==> src/rtl/ram_1r1w_chan_adapter_if.sv <==
// rtl/ram_1r1w_chan_adapter_if.sv - read/write request and response channels of the ram_1r1w adapter
interface ram_1r1w_chan_adapter_if #(
   parameter int DATA_WIDTH     = 32,
   parameter int ADDR_WIDTH     = 10,
   parameter int NUM_PARTITIONS = 4
);
   logic [ADDR_WIDTH-1:0]     rd_req_addr;
   logic [NUM_PARTITIONS-1:0] rd_req_mask;
   logic                      rd_req_valid;
   logic                      rd_req_ready;
   logic [DATA_WIDTH-1:0]     rd_resp_data;
   logic                      rd_resp_valid;
   logic                      rd_resp_ready;
   logic [ADDR_WIDTH-1:0]     wr_req_addr;
   logic [DATA_WIDTH-1:0]     wr_req_data;
   logic [NUM_PARTITIONS-1:0] wr_req_mask;
   logic                      wr_req_valid;
   logic                      wr_req_ready;
   logic                      wr_resp_valid;
   logic                      wr_resp_ready;

   modport master (
      output rd_req_addr, rd_req_mask, rd_req_valid, rd_resp_ready,
      output wr_req_addr, wr_req_data, wr_req_mask, wr_req_valid, wr_resp_ready,
      input  rd_req_ready, rd_resp_data, rd_resp_valid, wr_req_ready, wr_resp_valid
   );

   modport slave (
      input  rd_req_addr, rd_req_mask, rd_req_valid, rd_resp_ready,
      input  wr_req_addr, wr_req_data, wr_req_mask, wr_req_valid, wr_resp_ready,
      output rd_req_ready, rd_resp_data, rd_resp_valid, wr_req_ready, wr_resp_valid
   );
endinterface

==> src/rtl/ram_1r1w_chan_adapter.sv <==
// rtl/ram_1r1w_chan_adapter.sv - valid/ready read/write channels onto a raw ram_1r1w port set
// Optional RAM_ADAPTER_RAW_FWD_EN forwards same-cycle write data into a colliding read.
module ram_1r1w_chan_adapter #(
   parameter int DATA_WIDTH      = 32,
   parameter int SIZE            = 1024,
   parameter int NUM_PARTITIONS  = 4,
   parameter int ADDR_WIDTH      = $clog2(SIZE),
   parameter int RESP_FIFO_DEPTH = 2,
   parameter int WR_ACK_MAX      = 4
) (
   input  logic                      clk,
   input  logic                      rst,
   ram_1r1w_chan_adapter_if.slave    chan,
   output logic [ADDR_WIDTH-1:0]     ram_rd_addr,
   output logic                      ram_rd_en,
   output logic [NUM_PARTITIONS-1:0] ram_rd_mask,
   input  logic [DATA_WIDTH-1:0]     ram_rd_data,
   output logic [ADDR_WIDTH-1:0]     ram_wr_addr,
   output logic [DATA_WIDTH-1:0]     ram_wr_data,
   output logic                      ram_wr_en,
   output logic [NUM_PARTITIONS-1:0] ram_wr_mask
);
   localparam int PART_W = DATA_WIDTH / NUM_PARTITIONS;
   localparam int FPW    = (RESP_FIFO_DEPTH > 1) ? $clog2(RESP_FIFO_DEPTH) : 1;
   localparam int FCW    = $clog2(RESP_FIFO_DEPTH + 1);
   localparam int ACW    = $clog2(WR_ACK_MAX + 1);

   function automatic logic [DATA_WIDTH-1:0] expand(input logic [NUM_PARTITIONS-1:0] m);
      logic [DATA_WIDTH-1:0] e;
      e = '0;
      for (int i = 0; i < NUM_PARTITIONS; i++) e[i*PART_W +: PART_W] = {PART_W{m[i]}};
      return e;
   endfunction

   function automatic logic [FPW-1:0] next_ptr(input logic [FPW-1:0] p);
      return (p == FPW'(RESP_FIFO_DEPTH - 1)) ? '0 : p + FPW'(1);
   endfunction

   logic                      rst_state;
   logic                      rd_fire;
   logic                      wr_fire;
   logic                      ack_pop;
   logic                      inflight;
   logic [NUM_PARTITIONS-1:0] inflight_mask;
   logic [DATA_WIDTH-1:0]     beat;
   logic                      fifo_empty;
   logic                      push;
   logic                      pop;
   logic [DATA_WIDTH-1:0]     fifo_mem [RESP_FIFO_DEPTH];
   logic [FPW-1:0]            fifo_rptr;
   logic [FPW-1:0]            fifo_wptr;
   logic [FCW-1:0]            fifo_count;
   logic [ACW-1:0]            ack_cnt;

   assign rd_fire = chan.rd_req_valid & chan.rd_req_ready;
   assign wr_fire = chan.wr_req_valid & chan.wr_req_ready;
   assign ack_pop = chan.wr_resp_valid & chan.wr_resp_ready;

   assign ram_rd_en   = rd_fire;
   assign ram_rd_addr = chan.rd_req_addr;
   assign ram_rd_mask = chan.rd_req_mask;
   assign ram_wr_en   = wr_fire;
   assign ram_wr_addr = chan.wr_req_addr;
   assign ram_wr_data = chan.wr_req_data;
   assign ram_wr_mask = chan.wr_req_mask;

   // Credit covers both queued beats and the beat still coming out of the RAM.
   assign chan.rd_req_ready = !rst_state &&
      (({1'b0, fifo_count} + {{FCW{1'b0}}, inflight}) < (FCW + 1)'(RESP_FIFO_DEPTH));
   assign chan.wr_req_ready  = !rst_state && (ack_cnt < ACW'(WR_ACK_MAX));
   assign chan.wr_resp_valid = (ack_cnt != '0);

`ifdef RAM_ADAPTER_RAW_FWD_EN
   logic                      fwd_hit;
   logic [DATA_WIDTH-1:0]     fwd_data;
   logic [NUM_PARTITIONS-1:0] fwd_mask;

   always_ff @(posedge clk or posedge rst) begin
      if (rst) begin
         fwd_hit  <= 1'b0;
         fwd_data <= '0;
         fwd_mask <= '0;
      end else begin
         fwd_hit <= rd_fire & wr_fire & (chan.rd_req_addr == chan.wr_req_addr);
         if (rd_fire & wr_fire) begin
            fwd_data <= chan.wr_req_data;
            fwd_mask <= chan.wr_req_mask;
         end
      end
   end

   always_comb begin
      beat = ram_rd_data;
      if (fwd_hit) beat = (ram_rd_data & ~expand(fwd_mask)) | (fwd_data & expand(fwd_mask));
      beat = beat & expand(inflight_mask);
   end
`else
   assign beat = ram_rd_data & expand(inflight_mask);
`endif

   assign fifo_empty         = (fifo_count == '0);
   assign chan.rd_resp_valid = inflight | !fifo_empty;
   assign chan.rd_resp_data  = !fifo_empty ? fifo_mem[fifo_rptr] : (inflight ? beat : '0);
   assign pop                = !fifo_empty & chan.rd_resp_ready;
   // The RAM beat bypasses the FIFO only when nothing is queued ahead of it and it is taken now.
   assign push               = inflight & !(fifo_empty & chan.rd_resp_ready);

   always_ff @(posedge clk or posedge rst) begin
      if (rst) begin
         rst_state     <= 1'b1;
         inflight      <= 1'b0;
         inflight_mask <= '0;
         fifo_rptr     <= '0;
         fifo_wptr     <= '0;
         fifo_count    <= '0;
         ack_cnt       <= '0;
      end else begin
         rst_state <= 1'b0;
         inflight  <= rd_fire;
         if (rd_fire) inflight_mask <= chan.rd_req_mask;
         if (push) fifo_wptr <= next_ptr(fifo_wptr);
         if (pop) fifo_rptr <= next_ptr(fifo_rptr);
         case ({push, pop})
            2'b10:   fifo_count <= fifo_count + FCW'(1);
            2'b01:   fifo_count <= fifo_count - FCW'(1);
            default: fifo_count <= fifo_count;
         endcase
         case ({wr_fire, ack_pop})
            2'b10:   ack_cnt <= ack_cnt + ACW'(1);
            2'b01:   ack_cnt <= ack_cnt - ACW'(1);
            default: ack_cnt <= ack_cnt;
         endcase
      end
   end

   always_ff @(posedge clk) begin
      if (push) fifo_mem[fifo_wptr] <= beat;
   end
endmodule
==> src/flat_wrapper.sv <==
// flat-port wrapper written by rule: the top's interface ports become plain ports
module ram_1r1w_chan_adapter_flat 
#(
   parameter int DATA_WIDTH      = 32,
   parameter int SIZE            = 1024,
   parameter int NUM_PARTITIONS  = 4,
   parameter int ADDR_WIDTH      = $clog2(SIZE),
   parameter int RESP_FIFO_DEPTH = 2,
   parameter int WR_ACK_MAX      = 4
)
  (clk, rst, ram_rd_addr, ram_rd_en, ram_rd_mask, ram_rd_data, ram_wr_addr, ram_wr_data, ram_wr_en, ram_wr_mask, chan_rd_req_addr, chan_rd_req_mask, chan_rd_req_valid, chan_rd_resp_ready, chan_wr_req_addr, chan_wr_req_data, chan_wr_req_mask, chan_wr_req_valid, chan_wr_resp_ready, chan_rd_req_ready, chan_rd_resp_data, chan_rd_resp_valid, chan_wr_req_ready, chan_wr_resp_valid);
  ram_1r1w_chan_adapter_if #(.DATA_WIDTH(DATA_WIDTH), .ADDR_WIDTH(ADDR_WIDTH), .NUM_PARTITIONS(NUM_PARTITIONS)) chan_i ();
  input  logic clk;
  input  logic rst;
  output logic [ADDR_WIDTH-1:0] ram_rd_addr;
  output logic ram_rd_en;
  output logic [NUM_PARTITIONS-1:0] ram_rd_mask;
  input  logic [DATA_WIDTH-1:0] ram_rd_data;
  output logic [ADDR_WIDTH-1:0] ram_wr_addr;
  output logic [DATA_WIDTH-1:0] ram_wr_data;
  output logic ram_wr_en;
  output logic [NUM_PARTITIONS-1:0] ram_wr_mask;
  input wire logic [$bits(chan_i.rd_req_addr)-1:0] chan_rd_req_addr;
  input wire logic [$bits(chan_i.rd_req_mask)-1:0] chan_rd_req_mask;
  input wire logic [$bits(chan_i.rd_req_valid)-1:0] chan_rd_req_valid;
  input wire logic [$bits(chan_i.rd_resp_ready)-1:0] chan_rd_resp_ready;
  input wire logic [$bits(chan_i.wr_req_addr)-1:0] chan_wr_req_addr;
  input wire logic [$bits(chan_i.wr_req_data)-1:0] chan_wr_req_data;
  input wire logic [$bits(chan_i.wr_req_mask)-1:0] chan_wr_req_mask;
  input wire logic [$bits(chan_i.wr_req_valid)-1:0] chan_wr_req_valid;
  input wire logic [$bits(chan_i.wr_resp_ready)-1:0] chan_wr_resp_ready;
  output wire logic [$bits(chan_i.rd_req_ready)-1:0] chan_rd_req_ready;
  output wire logic [$bits(chan_i.rd_resp_data)-1:0] chan_rd_resp_data;
  output wire logic [$bits(chan_i.rd_resp_valid)-1:0] chan_rd_resp_valid;
  output wire logic [$bits(chan_i.wr_req_ready)-1:0] chan_wr_req_ready;
  output wire logic [$bits(chan_i.wr_resp_valid)-1:0] chan_wr_resp_valid;
  assign chan_i.rd_req_addr = chan_rd_req_addr;
  assign chan_i.rd_req_mask = chan_rd_req_mask;
  assign chan_i.rd_req_valid = chan_rd_req_valid;
  assign chan_i.rd_resp_ready = chan_rd_resp_ready;
  assign chan_i.wr_req_addr = chan_wr_req_addr;
  assign chan_i.wr_req_data = chan_wr_req_data;
  assign chan_i.wr_req_mask = chan_wr_req_mask;
  assign chan_i.wr_req_valid = chan_wr_req_valid;
  assign chan_i.wr_resp_ready = chan_wr_resp_ready;
  assign chan_rd_req_ready = chan_i.rd_req_ready;
  assign chan_rd_resp_data = chan_i.rd_resp_data;
  assign chan_rd_resp_valid = chan_i.rd_resp_valid;
  assign chan_wr_req_ready = chan_i.wr_req_ready;
  assign chan_wr_resp_valid = chan_i.wr_resp_valid;
  ram_1r1w_chan_adapter #(.DATA_WIDTH(DATA_WIDTH), .SIZE(SIZE), .NUM_PARTITIONS(NUM_PARTITIONS), .ADDR_WIDTH(ADDR_WIDTH), .RESP_FIFO_DEPTH(RESP_FIFO_DEPTH), .WR_ACK_MAX(WR_ACK_MAX)) u_core (.clk(clk), .rst(rst), .chan(chan_i), .ram_rd_addr(ram_rd_addr), .ram_rd_en(ram_rd_en), .ram_rd_mask(ram_rd_mask), .ram_rd_data(ram_rd_data), .ram_wr_addr(ram_wr_addr), .ram_wr_data(ram_wr_data), .ram_wr_en(ram_wr_en), .ram_wr_mask(ram_wr_mask));
endmodule
==> config.mk <==
export PLATFORM = sky130hd
export DESIGN_NAME = ram_1r1w_chan_adapter_flat
export DESIGN_NICKNAME = d
export VERILOG_FILES = /design/src/rtl/ram_1r1w_chan_adapter_if.sv /design/src/rtl/ram_1r1w_chan_adapter.sv /design/src/flat_wrapper.sv
export SDC_FILE = /design/constraint.sdc
export NUM_CORES = 1
export LEC_CHECK = 0
export CORE_MARGIN = 5
export CORE_UTILIZATION = 44
export DETAILED_ROUTE_END_ITERATION = 6
export HOLD_SLACK_MARGIN = 0.02
export PLACE_DENSITY_LB_ADDON = 0.08
export SETUP_SLACK_MARGIN = 0.05
export SLEW_MARGIN = 20
export SYNTH_ARGS = -nofsm -noshare
export SYNTH_HDL_FRONTEND = slang
export SYNTH_SLANG_ARGS = --single-unit
==> constraint.sdc <==
create_clock -name clk -period 4.22 [get_ports clk]
set_input_delay 0.422 -clock clk [delete_from_list [all_inputs] [get_ports clk]]
set_output_delay 0.422 -clock clk [all_outputs]
set_load 0.05 [all_outputs]
==> results.toml, run 1 <==
[outcome]
status = "completed"

[grt]
grt_antenna_before_repair = 0
grt_pass1_vias = 2462
gr-total-overflow = 0
grt_max_degree = 46
grtUsageTotal = 0.1519
grt_pass1_wl_mm = 13.28

[timing]
slew-limit-headroom = 0.3299
tightest_slew_ns = 1.005
slew_violations = 0
finalSetupViolCount = 0
tns_ns = 0
finClkSkew_ns = 0.009867
rsz0062_at_grt = "no"
period_minus_slack_ns = 3.368
hold_viol_final = 0
period_share = 0.7982
fmax_mhz = 296.9

[floorplanning]
die_x_um = 104.6
start_util = 0.4519
die_h_um = 104.6
core_mm2 = 0.008721
rows = 34
io_pins = 196
dieArea_mm2 = 0.01095

[synthesis]
ys_warn_count = 0
synth.area.top_cells = "edfxtp_1 (49%), buf_4 (12%), mux2i_1 (8.4%)"
netlist_area_mm2 = 0.003941
async_flop_share = 0.1688
yosys_most_used_dff = "edfxtp_1"
synth_seq_area_share = 0.5705
yosys.area.top_type_share = 0.4876
synth_edf_count = 64
synthCells = 318
synth_nets = 419
synth_cell_types = 27
synth_area_leader_cell = "edfxtp_1"
syn_area_per_cell_um2 = 12.39
synth_seq_cells = 77

[clocking]
cts.clk_slew.worst_paths_ns = 0.08
cts_sinks = 77
cts_max_level = 3
cts_tree = "done"
cts_buffer_depth = 2
ctsResizeCount = 0
clock_latency_ns = 0.33
ctsHoldBuffers = 0
cts_made_buffers = 9
cts-root-buf = "clkbuf_8"
post_cts_buffers = 0

[setup_path]
r2r_start = "u_core.inflight"
r2r_slack_ns = 1.68
worstRegToRegCells = 3
arrival_ns = 2.95
cp-end-kind = "output pin"
crit_type = "reg2out"
cp-start-kind = "flop"
reg2reg_to = "u_core.fifo_mem[1][15]"
crit_required_ns = 3.80
critPathMaxFanout = 45

[detailed_routing]
drtPass1Iterations = 4
wl_mm = 8.252
vias = 2275
ant_nets = 0
drcViolationCount = 0
via_per_inst = 5.033
wire_per_inst_um = 18.26
drt_iter0_drc = 92

[placement]
gp_congestion = 0.7087
port_buffers = 83
dp_hpwl_mm = 5.666
placed_cells = 436

[finish]
nFillCells = 756
post_route_cells_drive_above_1_share = 0.08430
diodes = 0
syn2layout_area_growth_pct = 17.14
layout.cells.non_filler = 452
nets = 440

[power_and_ir_drop]
p_leak_nw = 1.690
powerDensity_mw_per_mm2 = 757.4
ir_worst_vdd_mv = 0.3190

[hold_path]
holdCritPathClass = "in2async"

[run]
max_cap_violations = 0
critical path, cell delays in order (launching register included):
cell and delay [ns]:
dfrtp_1 0.48, nor2_4 0.72, buf_4 0.37, nand3_1 0.10, o21ai_0 0.09, clkdlybuf4s50_1 0.83
where the power goes:
group	switching, mW	total, mW	internal, mW
registers	0.198	1.21	1.01
logic	1.09	1.71	0.619
clock network	0.250	0.581	0.331
total	1.54	3.50	1.96
layout make-up:
type,instances,area (um^2),area share
clock buffer,11,131.4,0.02846
clock inverter,5,75.07,0.01626
inverter,7,26.28,0.005691
tap,108,135.1,0.02927
sequential,77,2250,0.4873
timing repair buffer,85,845.8,0.1832
multi-input combinational,159,1154,0.2499
sequential cells by signal, summed over array words and instances, names as in the netlist:
signal,count
u_core.rst_state,1
u_core.inflight_mask,4
u_core.fifo_rptr,1
u_core.inflight,1
u_core.fifo_wptr,1
u_core.ack_cnt,3
u_core.fifo_mem,64
u_core.fifo_count,2
cells in the final DEF (no fill, tap or decap), types with 3 or more instances in the layout:
cell             synthesis  final
edfxtp_1                64     64
clkbuf_8                 0      9
inv_1                    7      7
nor2_4                   0      3
xor2_1                   4      4
and2_1                  33     33
o21ai_0                 32     32
xnor2_1                  4      4
clkdlybuf4s50_1          0     83
dfrtp_1                 12     11
clkinv_2                 0      3
nand3_1                 32     32
mux2i_1                 33     33
mux2_4                   4      4
nor2_1                   5      3
cells in the mapped netlist, types with 5 or more instances:
cell and number:
and2_1 33, buf_2 6, buf_4 61, dfrtp_1 12, edfxtp_1 64, inv_1 7, mux2i_1 33, nand3_1 32
nor2_1 5, o21ai_0 32
stage by stage:
stage                     power [mW]  worst slack [ns]  hold slack (ns)  cell area, um^2  utilization
final                          3.497            0.8517           0.4164             4617       0.5294
after global routing           3.690            0.5972           0.4634             4617       0.5294
after CTS                      3.552            0.8041           0.4217             4617       0.5294
after detailed placement       2.966             1.170           0.4858             4410       0.5057
after global placement         2.951             1.229           0.4748             4410       0.5057
after floorplan                2.537             1.547           0.2982             3941            -
kinds of logic after synthesis:
family | share of synthesized area
AO/OA/AOI/OAI | 0.04984
buffers and inverters | 0.1419
flip-flops | 0.5705
XOR/XNOR | 0.01778
adder cells (fa/ha/maj) | 0.01143
other | 0.0009515
AND/OR/NAND/NOR | 0.1086
multiplexers | 0.09905
how the worst max path moves through the flow:
stage          slack (ns)               endpoint            startpoint
2_1_floorplan        1.55  u_core.fifo_mem[0][0]  u_core.fifo_count[0]
3_3_place_gp         1.23  chan_rd_resp_data[19]  u_core.fifo_count[0]
3_5_place_dp         1.17  chan_rd_resp_data[21]  u_core.fifo_count[0]
4_1_cts              0.80  chan_rd_resp_data[21]  u_core.fifo_count[0]
5_1_grt              0.60  chan_rd_resp_data[19]  u_core.fifo_count[0]
6_report             0.85  chan_rd_resp_data[21]  u_core.fifo_count[0]
metal layers:
layer	routed length [um]	up-vias	GRT usage	share of wire
met5	0	-	0	0
li1	-	1095	-	-
met4	186	0	0.07489	0.023
met1	3338	1060	0.1816	0.40
met3	489	24	0.03946	0.059
met2	4238	96	0.2543	0.51
No activity file was read; power rests on OpenSTA's default activity.
==> run 2: changes to the inputs <==
--- a/config.mk
+++ b/config.mk
@@ -6,7 +6,7 @@
 export NUM_CORES = 1
 export LEC_CHECK = 0
 export CORE_MARGIN = 5
-export CORE_UTILIZATION = 44
+export CORE_UTILIZATION = 37
 export DETAILED_ROUTE_END_ITERATION = 6
 export HOLD_SLACK_MARGIN = 0.02
 export PLACE_DENSITY_LB_ADDON = 0.08
==> constraint.sdc (replaced) <==
create_clock -name clk -period 2.8 [get_ports clk]
set_input_delay 0.28 -clock clk [delete_from_list [all_inputs] [get_ports clk]]
set_output_delay 0.28 -clock clk [all_outputs]
set_load 0.05 [all_outputs]
==> run 2 against run 1 <==
First-iteration DRC count shrank 3.3%. Sequential power grew 44%. Largest power group unchanged. Critical path type unchanged. Clock power grew 59%. Critical endpoint is now chan_rd_resp_data[0].
==> results.toml, run 2 (synthesis results as in run 1) <==
[outcome]
status = "completed"

[setup_path]
crit_path_start = "u_core.fifo_count[0]"
worstRegToRegCells = 6
arrival_ns = 2.07
r2r_start = "u_core.fifo_count[0]"
reg2reg_to = "u_core.fifo_count[1]"
r2r_slack_ns = 0.80
cp-start-kind = "flop"
crit_required_ns = 2.52
crit_type = "reg2out"
cp-end-kind = "output pin"
endpoint = "chan_rd_resp_data[0]"
critPathMaxFanout = 43

[timing]
period_share = 0.8393
hold_viol_final = 0
fmax_mhz = 425.5
tns_ns = 0
slew-limit-headroom = 0.6386
tightest_slew_ns = 0.5408
period_minus_slack_ns = 2.350
fin_hold_ws_ns = 0.2666
slew_violations = 0
finClkSkew_ns = 0.006857
finalSetupViolCount = 0
rsz0062_at_grt = "no"

[floorplanning]
rows = 37
start_util = 0.3801
die_x_um = 113.2
core_mm2 = 0.01037
io_pins = 196
die_h_um = 113.2
dieArea_mm2 = 0.01282

[run]
max_cap_violations = 0

[detailed_routing]
wl_mm = 8.136
vias = 2331
via_per_inst = 4.796
drtPass1Iterations = 4
wire_per_inst_um = 16.74
drt_iter0_drc = 89
ant_nets = 0
drcViolationCount = 0

[clocking]
cts.clk_slew.worst_paths_ns = 0.08
cts_sinks = 77
cts_buffer_depth = 2
clock_latency_ns = 0.34
cts_max_level = 3
cts-root-buf = "clkbuf_8"
cts_tree = "done"
post_cts_buffers = 0
cts_made_buffers = 9
ctsResizeCount = 0
ctsHoldBuffers = 0

[hold_path]
holdCritPathClass = "in2async"

[grt]
grt_pass1_vias = 2472
grt_max_degree = 44
grt_antenna_before_repair = 0
gr-total-overflow = 0
grt_pass1_wl_mm = 13.06
grtUsageTotal = 0.1304

[power_and_ir_drop]
powerDensity_mw_per_mm2 = 1150
ir_worst_vdd_mv = 0.4873
p_leak_nw = 1.787

[finish]
syn2layout_area_growth_pct = 18.95
nets = 446
layout_common_cells = "edfxtp_1 (64), clkdlybuf4s50_1 (48), buf_4 (38)"
final_common_cell = "edfxtp_1"
top_register = "u_core.fifo_mem"
post_route_cells_drive_above_1_share = 0.2057
design_area_mm2 = 0.004688
diodes = 0
largest_register_ffs = 64
top_regs = "u_core.fifo_mem: 64 flops, u_core.inflight_mask: 4 flops, u_core.ack_cnt: 3 flops"

[placement]
dp_hpwl_mm = 5.575
port_buffers = 83
post_dp_cell_area_mm2 = 0.004466
gp_congestion = 0.7046
run 2: cell count changes in the layout (fill, tap and decap cells not counted), sizes merged:
cell and delta:
buf +41, clkbuf -2, clkdlybuf4s50 -35, clkinvlp +1, inv +1
run 2: critical path: stages (launching register included):
cell	delay, ns
dfrtp_1	0.48
nor2_4	0.49
buf_12	0.27
nand3_1	0.09
o21ai_0	0.19
buf_12	0.20
run 2: power breakdown:
group | total (mW) | switching [mW] | internal [mW]
sequential | 1.74 | 0.218 | 1.52
combinational | 2.73 | 1.78 | 0.948
clock | 0.923 | 0.417 | 0.506
total | 5.39 | 2.42 | 2.97
run 2: final cells by class:
cell class / instances / area (um^2)
clock buffers: 9 / 123.9
inverters: 7 / 26.28
flip-flops and latches: 77 / 2250
fillers: 990 / 5682
well taps: 136 / 170.2
multi-input cells: 159 / 1154
clock inverters: 7 / 98.84
repair buffers: 91 / 865.8
run 2: worst min-delay path by stage:
stage               slack, ns  cells past startpoint              start                   end
floorplan                0.16                      1                rst     u_core.ack_cnt[0]
global placement         0.49                      1  u_core.ack_cnt[2]     u_core.ack_cnt[2]
detailed placement       0.49                      1  u_core.ack_cnt[0]     u_core.ack_cnt[0]
CTS                      0.27                      2                rst  u_core.fifo_count[1]
global route             0.33                      2                rst      u_core.fifo_wptr
finish                   0.27                      2                rst     u_core.ack_cnt[0]
run 2: metal layers:
layer | track usage | routed length, um | share of wire | vias to the layer above
met5 | 0 | 0 | 0 | -
met4 | 0.05529 | 125 | 0.015 | 0
met3 | 0.03690 | 572 | 0.070 | 23
met2 | 0.2117 | 3862 | 0.47 | 89
met1 | 0.1631 | 3576 | 0.44 | 1106
li1 | - | - | - | 1113
run 2: metrics by stage:
step	total power [mW]	instances	setup WS (ns)	utilization
after floorplan	3.824	318	0.1273	-
after global placement	4.518	470	0.8057	0.4306
after detailed placement	4.535	470	0.7519	0.4306
after CTS	5.472	486	0.4130	0.4521
after global routing	5.691	486	0.2497	0.4521
final	5.392	486	0.4500	0.4521
